--- src/rtl/dct_tile_scheduler.sv ---
// Walks a square image tile by tile, feeds each 8x8 window to the shared dct2d,
// then streams the 64 captured coefficients to the coefficient RAM.
module dct_tile_scheduler #(
  parameter int N       = 10,
  parameter int IMG_DIM = 128,
  parameter int DCT_LAT = 5,
  parameter int ADDR_W  = 14
) (
  input  logic              clk,
  input  logic              rst_n,
  input  logic              start,
  output logic              busy,
  output logic              done,
  output logic [ADDR_W-1:0] rd_addr,
  input  logic [N-1:0]      rd_data,
  output logic [N*64-1:0]   win_out,
  input  logic [N*64-1:0]   win_in,
  output logic              wr_en,
  output logic [ADDR_W-1:0] wr_addr,
  output logic [N-1:0]      wr_data
);

  localparam int TILES = IMG_DIM / 8;
  localparam int TW    = (TILES > 1) ? $clog2(TILES) : 1;
  localparam int LW    = (DCT_LAT > 1) ? $clog2(DCT_LAT) : 1;
  localparam logic [TW-1:0] LAST_T = TW'(TILES - 1);
  localparam logic [LW-1:0] LAST_W = LW'(DCT_LAT - 1);

  typedef enum logic [2:0] {S_IDLE, S_FETCH, S_WAIT, S_STORE, S_DONE} state_t;

  state_t             state_q;
  logic [6:0]         cnt_q;
  logic [LW-1:0]      lat_q;
  logic [TW-1:0]      tx_q, ty_q;
  logic [TW-1:0]      tx_d, ty_d;
  logic               last_tile;
  logic [5:0]         k_nxt;
  logic [5:0]         fslot;
  logic               busy_q, done_q, wr_en_q;
  logic [ADDR_W-1:0]  rd_addr_q, wr_addr_q;
  logic [N-1:0]       wr_data_q;
  logic [N*64-1:0]    win_q;
  logic [N-1:0]       coef_q [64];

  // (8*ty + r)*IMG_DIM + 8*tx + c; every term fits ADDR_W, so no overflow.
  function automatic logic [ADDR_W-1:0] elem_addr(input logic [TW-1:0] ty,
                                                  input logic [TW-1:0] tx,
                                                  input logic [5:0]    k);
    logic [ADDR_W-1:0] a;
    a = (ADDR_W'(ty) * ADDR_W'(8) + ADDR_W'(k[5:3])) * ADDR_W'(IMG_DIM)
        + ADDR_W'(tx) * ADDR_W'(8) + ADDR_W'(k[2:0]);
    return a;
  endfunction

  always_comb begin
    last_tile = (tx_q == LAST_T) && (ty_q == LAST_T);
    k_nxt     = 6'(cnt_q + 7'd1);
    fslot     = 6'(cnt_q - 7'd1);
    tx_d      = tx_q;
    ty_d      = ty_q;
    if (tx_q == LAST_T) begin
      tx_d = '0;
      ty_d = ty_q + 1'b1;
    end else begin
      tx_d = tx_q + 1'b1;
    end
  end

  always_ff @(posedge clk) begin
    if (!rst_n) begin
      state_q   <= S_IDLE;
      cnt_q     <= '0;
      lat_q     <= '0;
      tx_q      <= '0;
      ty_q      <= '0;
      busy_q    <= 1'b0;
      done_q    <= 1'b0;
      wr_en_q   <= 1'b0;
      rd_addr_q <= '0;
      wr_addr_q <= '0;
      wr_data_q <= '0;
      win_q     <= '0;
      for (int unsigned i = 0; i < 64; i++) coef_q[i] <= '0;
    end else begin
      case (state_q)
        S_IDLE: begin
          if (start) begin
            state_q   <= S_FETCH;
            busy_q    <= 1'b1;
            tx_q      <= '0;
            ty_q      <= '0;
            cnt_q     <= '0;
            rd_addr_q <= elem_addr('0, '0, 6'd0);
          end
        end
        S_FETCH: begin
          // Read data trails its address by one cycle, hence slot cnt-1.
          if (cnt_q != 7'd0) win_q[fslot*N +: N] <= rd_data;
          if (cnt_q < 7'd63) rd_addr_q <= elem_addr(ty_q, tx_q, k_nxt);
          if (cnt_q == 7'd64) begin
            state_q <= S_WAIT;
            cnt_q   <= '0;
            lat_q   <= '0;
          end else begin
            cnt_q <= cnt_q + 7'd1;
          end
        end
        S_WAIT: begin
          if (lat_q == LAST_W) begin
            for (int unsigned i = 0; i < 64; i++) coef_q[i] <= win_in[i*N +: N];
            state_q   <= S_STORE;
            cnt_q     <= '0;
            wr_en_q   <= 1'b1;
            wr_addr_q <= elem_addr(ty_q, tx_q, 6'd0);
            wr_data_q <= win_in[N-1:0];
          end else begin
            lat_q <= lat_q + 1'b1;
          end
        end
        S_STORE: begin
          if (cnt_q == 7'd63) begin
            wr_en_q <= 1'b0;
            cnt_q   <= '0;
            if (last_tile) begin
              state_q <= S_DONE;
              done_q  <= 1'b1;
              busy_q  <= 1'b0;
            end else begin
              state_q   <= S_FETCH;
              tx_q      <= tx_d;
              ty_q      <= ty_d;
              rd_addr_q <= elem_addr(ty_d, tx_d, 6'd0);
            end
          end else begin
            cnt_q     <= cnt_q + 7'd1;
            wr_addr_q <= elem_addr(ty_q, tx_q, k_nxt);
            wr_data_q <= coef_q[k_nxt];
          end
        end
        S_DONE: begin
          done_q  <= 1'b0;
          state_q <= S_IDLE;
        end
        default: state_q <= S_IDLE;
      endcase
    end
  end

  assign busy    = busy_q;
  assign done    = done_q;
  assign rd_addr = rd_addr_q;
  assign win_out = win_q;
  assign wr_en   = wr_en_q;
  assign wr_addr = wr_addr_q;
  assign wr_data = wr_data_q;

endmodule

--- config.mk ---
export PLATFORM = sky130hd
export DESIGN_NAME = dct_tile_scheduler
export DESIGN_NICKNAME = d
export VERILOG_FILES = /design/src/rtl/dct_tile_scheduler.sv
export SDC_FILE = /design/constraint.sdc
export NUM_CORES = 2
export LEC_CHECK = 0
export ABC_AREA = 0
export BUFFER_PORTS_ARGS = -buffer_cell sky130_fd_sc_hd__buf_4
export CAP_MARGIN = 20
export CORE_AREA = 10 10 511 513
export DETAILED_ROUTE_END_ITERATION = 8
export DIE_AREA = 0 0 521 523
export RECOVER_POWER = 100
export SLEW_MARGIN = 20
export SYNTH_ARGS = -nofsm -noshare
export SYNTH_HDL_FRONTEND = slang
export SYNTH_SLANG_ARGS = --single-unit
--- constraint.sdc ---
create_clock -name clk -period 21 [get_ports clk]
set_input_delay 3.15 -clock clk [delete_from_list [all_inputs] [get_ports clk]]
set_output_delay 3.15 -clock clk [all_outputs]
set_load 0.03 [all_outputs]
; Yosys cells after proc, flatten, opt, wreduce, memory -nomap -nowiden
; Memory sizes are Yosys's and may differ from the RTL's.
; Cells that the tools add are included.
[totals]
rom_bits = 0
output_inout_bits = 681
register_bits = 702
mem_count = 1
latch_bits = 0
mem_bits_rw = 640
input_bits = 653
word_cells = 243
[memory_table]
columns = memory, words, word_bits, rd, rd_ports_with_merged_regs, wr, line_no
row1 = coef_q, 64, 10, 1, 0, 64, 43  ; logic [N-1:0] coef_q [64];
[op_classes]
order_cmp = 1
addsub = 11
n_reduce_logical = 19
n_eq_ne = 18
multipliers = 1
bitwise_logic = 64
n_div = 0
mux = 114
shift = 2
[ops]
columns = operator, count
row1 = two-way mux 10 bit, 66
row2 = bitwise mux 640 bit, 1
row3 = variable shift 10 x 34 -> 640 bit (first input constant), 1
row4 = variable part select 10 x 34 -> 640 bit, 1
row5 = two-way mux 14 bit, 6
row6 = bitwise OR 1 bit, 64
row7 = adder 14 x 7 -> 14 bit, 3
row8 = case mux 14 bit (3 select lines), 1
row9 = negation 10 -> 34 bit, 1
row10 = two-way mux 4 bit, 7
row11 = two-way mux 7 bit, 4
row12 = case mux 14 bit (2 select lines), 1
row13 = case mux 7 bit (4 select lines), 1
row14 = two-way mux 3 bit, 7
row15 = case mux 10 bit (2 select lines), 1
row16 = != test 2 bit (second input constant), 9
row17 = case mux 4 bit (2 select lines), 2
row18 = AND reduction 3 bit, 5
row19 = adder 14 x 3 -> 14 bit, 1
row20 = two-way mux 1 bit, 12
row21 = case mux 3 bit (4 select lines), 1
row22 = AND reduction 4 bit, 3
row23 = multiplier 6 x 3 -> 9 bit (second input constant), 1
row24 = adder 4 x 1 -> 4 bit (second input constant), 2
row25 = other kinds (21), 29

; Depth between registers and ports, before layout
[logic_depth]
word_depth = 6
mapped_depth = 29
ltp_nobuf = 20

; Worst setup path after synthesis
; Ideal clock, no wire load.
[synth_timing]
path_kind = input port to flip-flop
startpoint = input rst_n
endpoint = memory coef_q[0][0], enable pin
setup_slack_ns = 1.851
arrival_ns = 14.625
setup_ns = 4.524
t_required_ns = 16.476
cell_stages = 5
path_buffers = 4
cell_sequence = clkbuf_1 -> clkbuf_1 -> clkbuf_1 -> clkbuf_1 -> nand2_1
[synth_rtl]
columns = item, line_no
row1 = from (decl), 10  ; input logic rst_n,
row2 = to (decl), 43

==> summary by stage <==
Run status
The flow ran to the end, but the final reports show violations. The final reports fail on capacitance limit, slew limit.

Detailed routing
The aggregate routed wire length is 309 mm. The first detailed-routing pass ran for 6 iterations. Detailed routing inserted a total of 50786 vias.

After detailed routing, the number of remaining DRC violations is 0. The detail route stage leaves a number of antenna-violating nets equal to 0. The average wire per cell in the routed design is 30.7 um. After detailed routing, the number of vias per cell comes to 5.05. The detailed router finished its first iteration with 5771 violations.

Critical path
The most critical setup path has its startpoint at rst_n. The beginning of the worst register-to-register path is cnt_q[0]$_SDFFE_PN0P_. The category of the worst setup path launch point is a primary input. Data arrives at the worst endpoint at 14460 ps. The highest fanout seen on the critical path is 77.

The depth of the most critical reg-to-reg path is 21. The required time at the worst-slack endpoint is 21320 ps. The critical path in this run is classified as primary input to flop. STA classifies the critical path endpoint as a flop.

Cells and area
The layout cell share with drive strength beyond 1 is 18.4%. Summing all multi-input logic gate instances after layout gives 0.0238 mm2. The growth of design area from synthesis to finish is 27.5%.

The sequential cell area is 0.0333 mm2. The final layout contains 7242 nets. The number of fillers in the final layout is 26474.

Die
The number of rows in the core area is 184. The die is 521 um wide. The core area is 0.250 mm2.

The die covers 0.272 mm2. The number of ports placed on the die boundary is 1334. In this run the vertical extent of the chip is 523 um. Once the floorplan was initialized, standard cells occupied 23.4% of the core.

Pwr
The static leakage is 27.0 nW. The peak supply drop is 92.8 uV. In this run the power density over the cells is 96.3 mW/mm2.

Global route
The largest net degree at the start of global routing is 202. The number of antenna violations at the first check in global routing is 40. The via count of the first global-routing pass is 50667. The sum of overflow across all layers after global routing is 0. The global-route wire length before repair is 413 mm.

In the global route stage, overall resource usage came out at 21.4%.

Timing
Setup violations remaining at the end of the flow were counted as 0. The final max-slew violation count is 2291. The post-route fraction of the period consumed by the critical path is 67.4%. The number of failing hold endpoints at the final stage is 0. Based on the critical path, the design can be clocked at up to 0.0707 GHz. The largest clock skew in the final design is 46.8 ps.

The final hold slack is 455 ps. In the final timing run, aggregate negative setup slack is 0 ps. The routed design could run at a clock period as short as 14140 ps. Setup repair after global routing left no endpoint under its margin. At the pin with the least slew margin, the transition time is 4710 ps.

Measured against its own limit, the worst slew margin works out to -214%.

Clock network
The maximum level of the CTS H-tree is 4. TritonCTS built the clock tree. The cell at the root of the clock tree is clkbuf_16. The buffers inserted during post-CTS setup optimization is 0.

The TritonCTS buffer count is 151. The clock passes through at most 3 buffers. The clock net sink count is 1342.

The clock network latency to the later pin of the worst-skew pair is 820 ps. The CTS clock-pin slew for the worst setup and hold paths is 60 ps. Gates resized during post-CTS repair numbered 0. For this design, the CTS-stage hold fixing added 0 buffers.

Logic synthesis
The count of distinct cell types in the synthesized netlist is 79. The cell area after synthesis is 0.0586 mm2. For this run, the leading register cell type out of synthesis is dfxtp_1. The number of nets in the synthesized netlist is 6064. Summed over its instances, the top area cell type makes up 32.8% of the synthesized netlist area. The synthesized design contains 640 enable-type register cells. Sorting the synthesized cells by area gives the leading types as edfxtp_1, dfxtp_1, mux4_2. Dividing the synthesized area by the synthesized cell count gives 10.9 um2. After synthesis the netlist holds a flip-flop and latch count of 1342. The post-synthesis sequential area ratio is 56.8%. Synthesis produced 5395 cells. The largest total area in the synthesized netlist belongs to edfxtp_1. Counting flops with an async set or reset pin after synthesis yields a share of 0%. For this run, the number of Yosys warnings is 0.

Hold path
The min-delay analysis places its worst path in the category flop to flop. The launch instance of the worst min-delay path is win_out[380]$_SDFFE_PN0P_. The instance count along the most critical hold path is 2.

Flow run
Max-cap violations in this run came to 52.

Placement
In this run the tool buffered the top-level ports with 1333 buffer cells. Routability-driven placement finished with a final weighted congestion of 0.920. The half-perimeter wire length after detailed placement is 241 mm.
-- synth_stat cells (4+ instances only) --
cell      number
xor2_1        17
o211a_1        6
and3_1       358
o211ai_1       8
mux2_2         5
o22ai_1       48
nand2_1      509
a311oi_1      13
o22a_1         5
a22oi_1       12
o31ai_1       58
nor4_4         5
o21a_1        12
buf_1         33
or3_1         12
a21oi_1      329
or2_2          8
o21ai_0      263
buf_4          5
nor2b_1        6
nand3_1      282
nor4_2         7
nor3_2         4
o32ai_1        6
mux4_2       202
nand4_1       69
xnor2_1       14
inv_1         13
a211oi_1     103
o21ai_1       10
and2_1       315
nor3_1       126
ha_1          15
nand3b_1       7
nand2b_1      16
mux2i_1      174
o221ai_1       8
edfxtp_1     640
clkbuf_1     360
a21o_1         7
buf_2         40
nor4_1         5
dfxtp_1      702
nor2_1       506
-- sequential cells by signal, indices dropped and copies added (netlist names), 4 cells and up --
name	count
tx_q	4
wr_data	10
win_out	640
coef_q	640
rd_addr	14
cnt_q	7
ty_q	4
wr_addr	14
-- cells by family after synthesis --
kind of cell / count (synthesis) / synth area share (%)
flops: 1342 / 56.8
mux: 381 / 10.8
fa+ha+maj: 16 / 0.355
simple gates: 2252 / 19.2
xor+xnor: 32 / 0.491
compound gates: 918 / 9.32
buf+inv: 454 / 3.04
-- path summary, 6_finish.rpt --
check	to	slack (ps)
worst min register to register	win_out[380]$_SDFFE_PN0P_	450
worst min-delay path	win_out[380]$_SDFFE_PN0P_	450
worst max-delay path	coef_q[55][5]$_SDFFCE_PN0P_	6860
worst max register to register	win_out[285]$_SDFFE_PN0P_	8060
-- worst max-delay path: stages --
cell,delay (ps)
clkbuf_1,840
nand2_1,1930
clkbuf_1,2370
clkbuf_1,2900
clkbuf_1,2960
-- cell usage in the layout, fill, tap and decap left out, types with 13 or more instances in the layout --
| cell type | instances |
|---|---|
| a211oi_1 | 102 |
| a21oi_1 | 326 |
| and2_0 | 229 |
| and2_1 | 86 |
| and3_1 | 358 |
| buf_4 | 728 |
| clkbuf_1 | 770 |
| clkbuf_16 | 153 |
| clkbuf_8 | 23 |
| clkinv_1 | 15 |
| clkinv_2 | 13 |
| dfxtp_1 | 702 |
| diode_2 | 20 |
| edfxtp_1 | 640 |
| ha_1 | 15 |
| inv_1 | 13 |
| mux2i_1 | 174 |
| mux4_2 | 202 |
| nand2_1 | 507 |
| nand2b_1 | 16 |
| nand3_1 | 283 |
| nand4_1 | 69 |
| nor2_1 | 497 |
| nor3_1 | 126 |
| o21ai_0 | 260 |
| o22ai_1 | 49 |
| o31ai_1 | 58 |
-- area by class of cell --
| type | instances | area share [%] |
|---|---|---|
| clock buffers | 212 | 5.73 |
| inverters | 15 | 0.0771 |
| clock inverters | 64 | 1.03 |
| diodes | 20 | 0.0670 |
| multi-input cells | 3599 | 31.8 |
| well taps | 3348 | 5.61 |
| flip-flops and latches | 1342 | 44.6 |
| repair buffers | 1464 | 11.1 |
-- layer usage --
layer	vias to the layer above	track usage [%]	routed length (um)
met5	-	0	81
met4	12	10.9	18400
met3	588	4.61	23000
met2	2803	38.9	158000
met1	25245	23.3	110000
li1	22138	-	-
-- report_power, final --
| part | total (mW) | internal, mW | switching, mW |
|---|---|---|---|
| registers | 2.84 | 2.81 | 0.0286 |
| logic | 1.63 | 0.374 | 1.25 |
| clock network | 2.72 | 1.54 | 1.18 |
-- stage by stage --
| stage | power [mW] | worst slack (ps) | util, % | area, um2 | instances |
|---|---|---|---|---|---|
| final | 7.19 | 6860 | 29.8 | 74700 | 10064 |
| after global routing | 7.39 | 5840 | 29.8 | 74600 | 10049 |
| after CTS | 7.27 | 12140 | 31.0 | 77600 | 10043 |
| after detailed placement | 4.54 | 12170 | 28.9 | 72500 | 9767 |
| after global placement | 4.53 | 12530 | 28.9 | 72500 | 9767 |
| after floorplan | 3.64 | 1850 | - | 58600 | 5395 |
No activity file was read; power rests on OpenSTA's default activity.
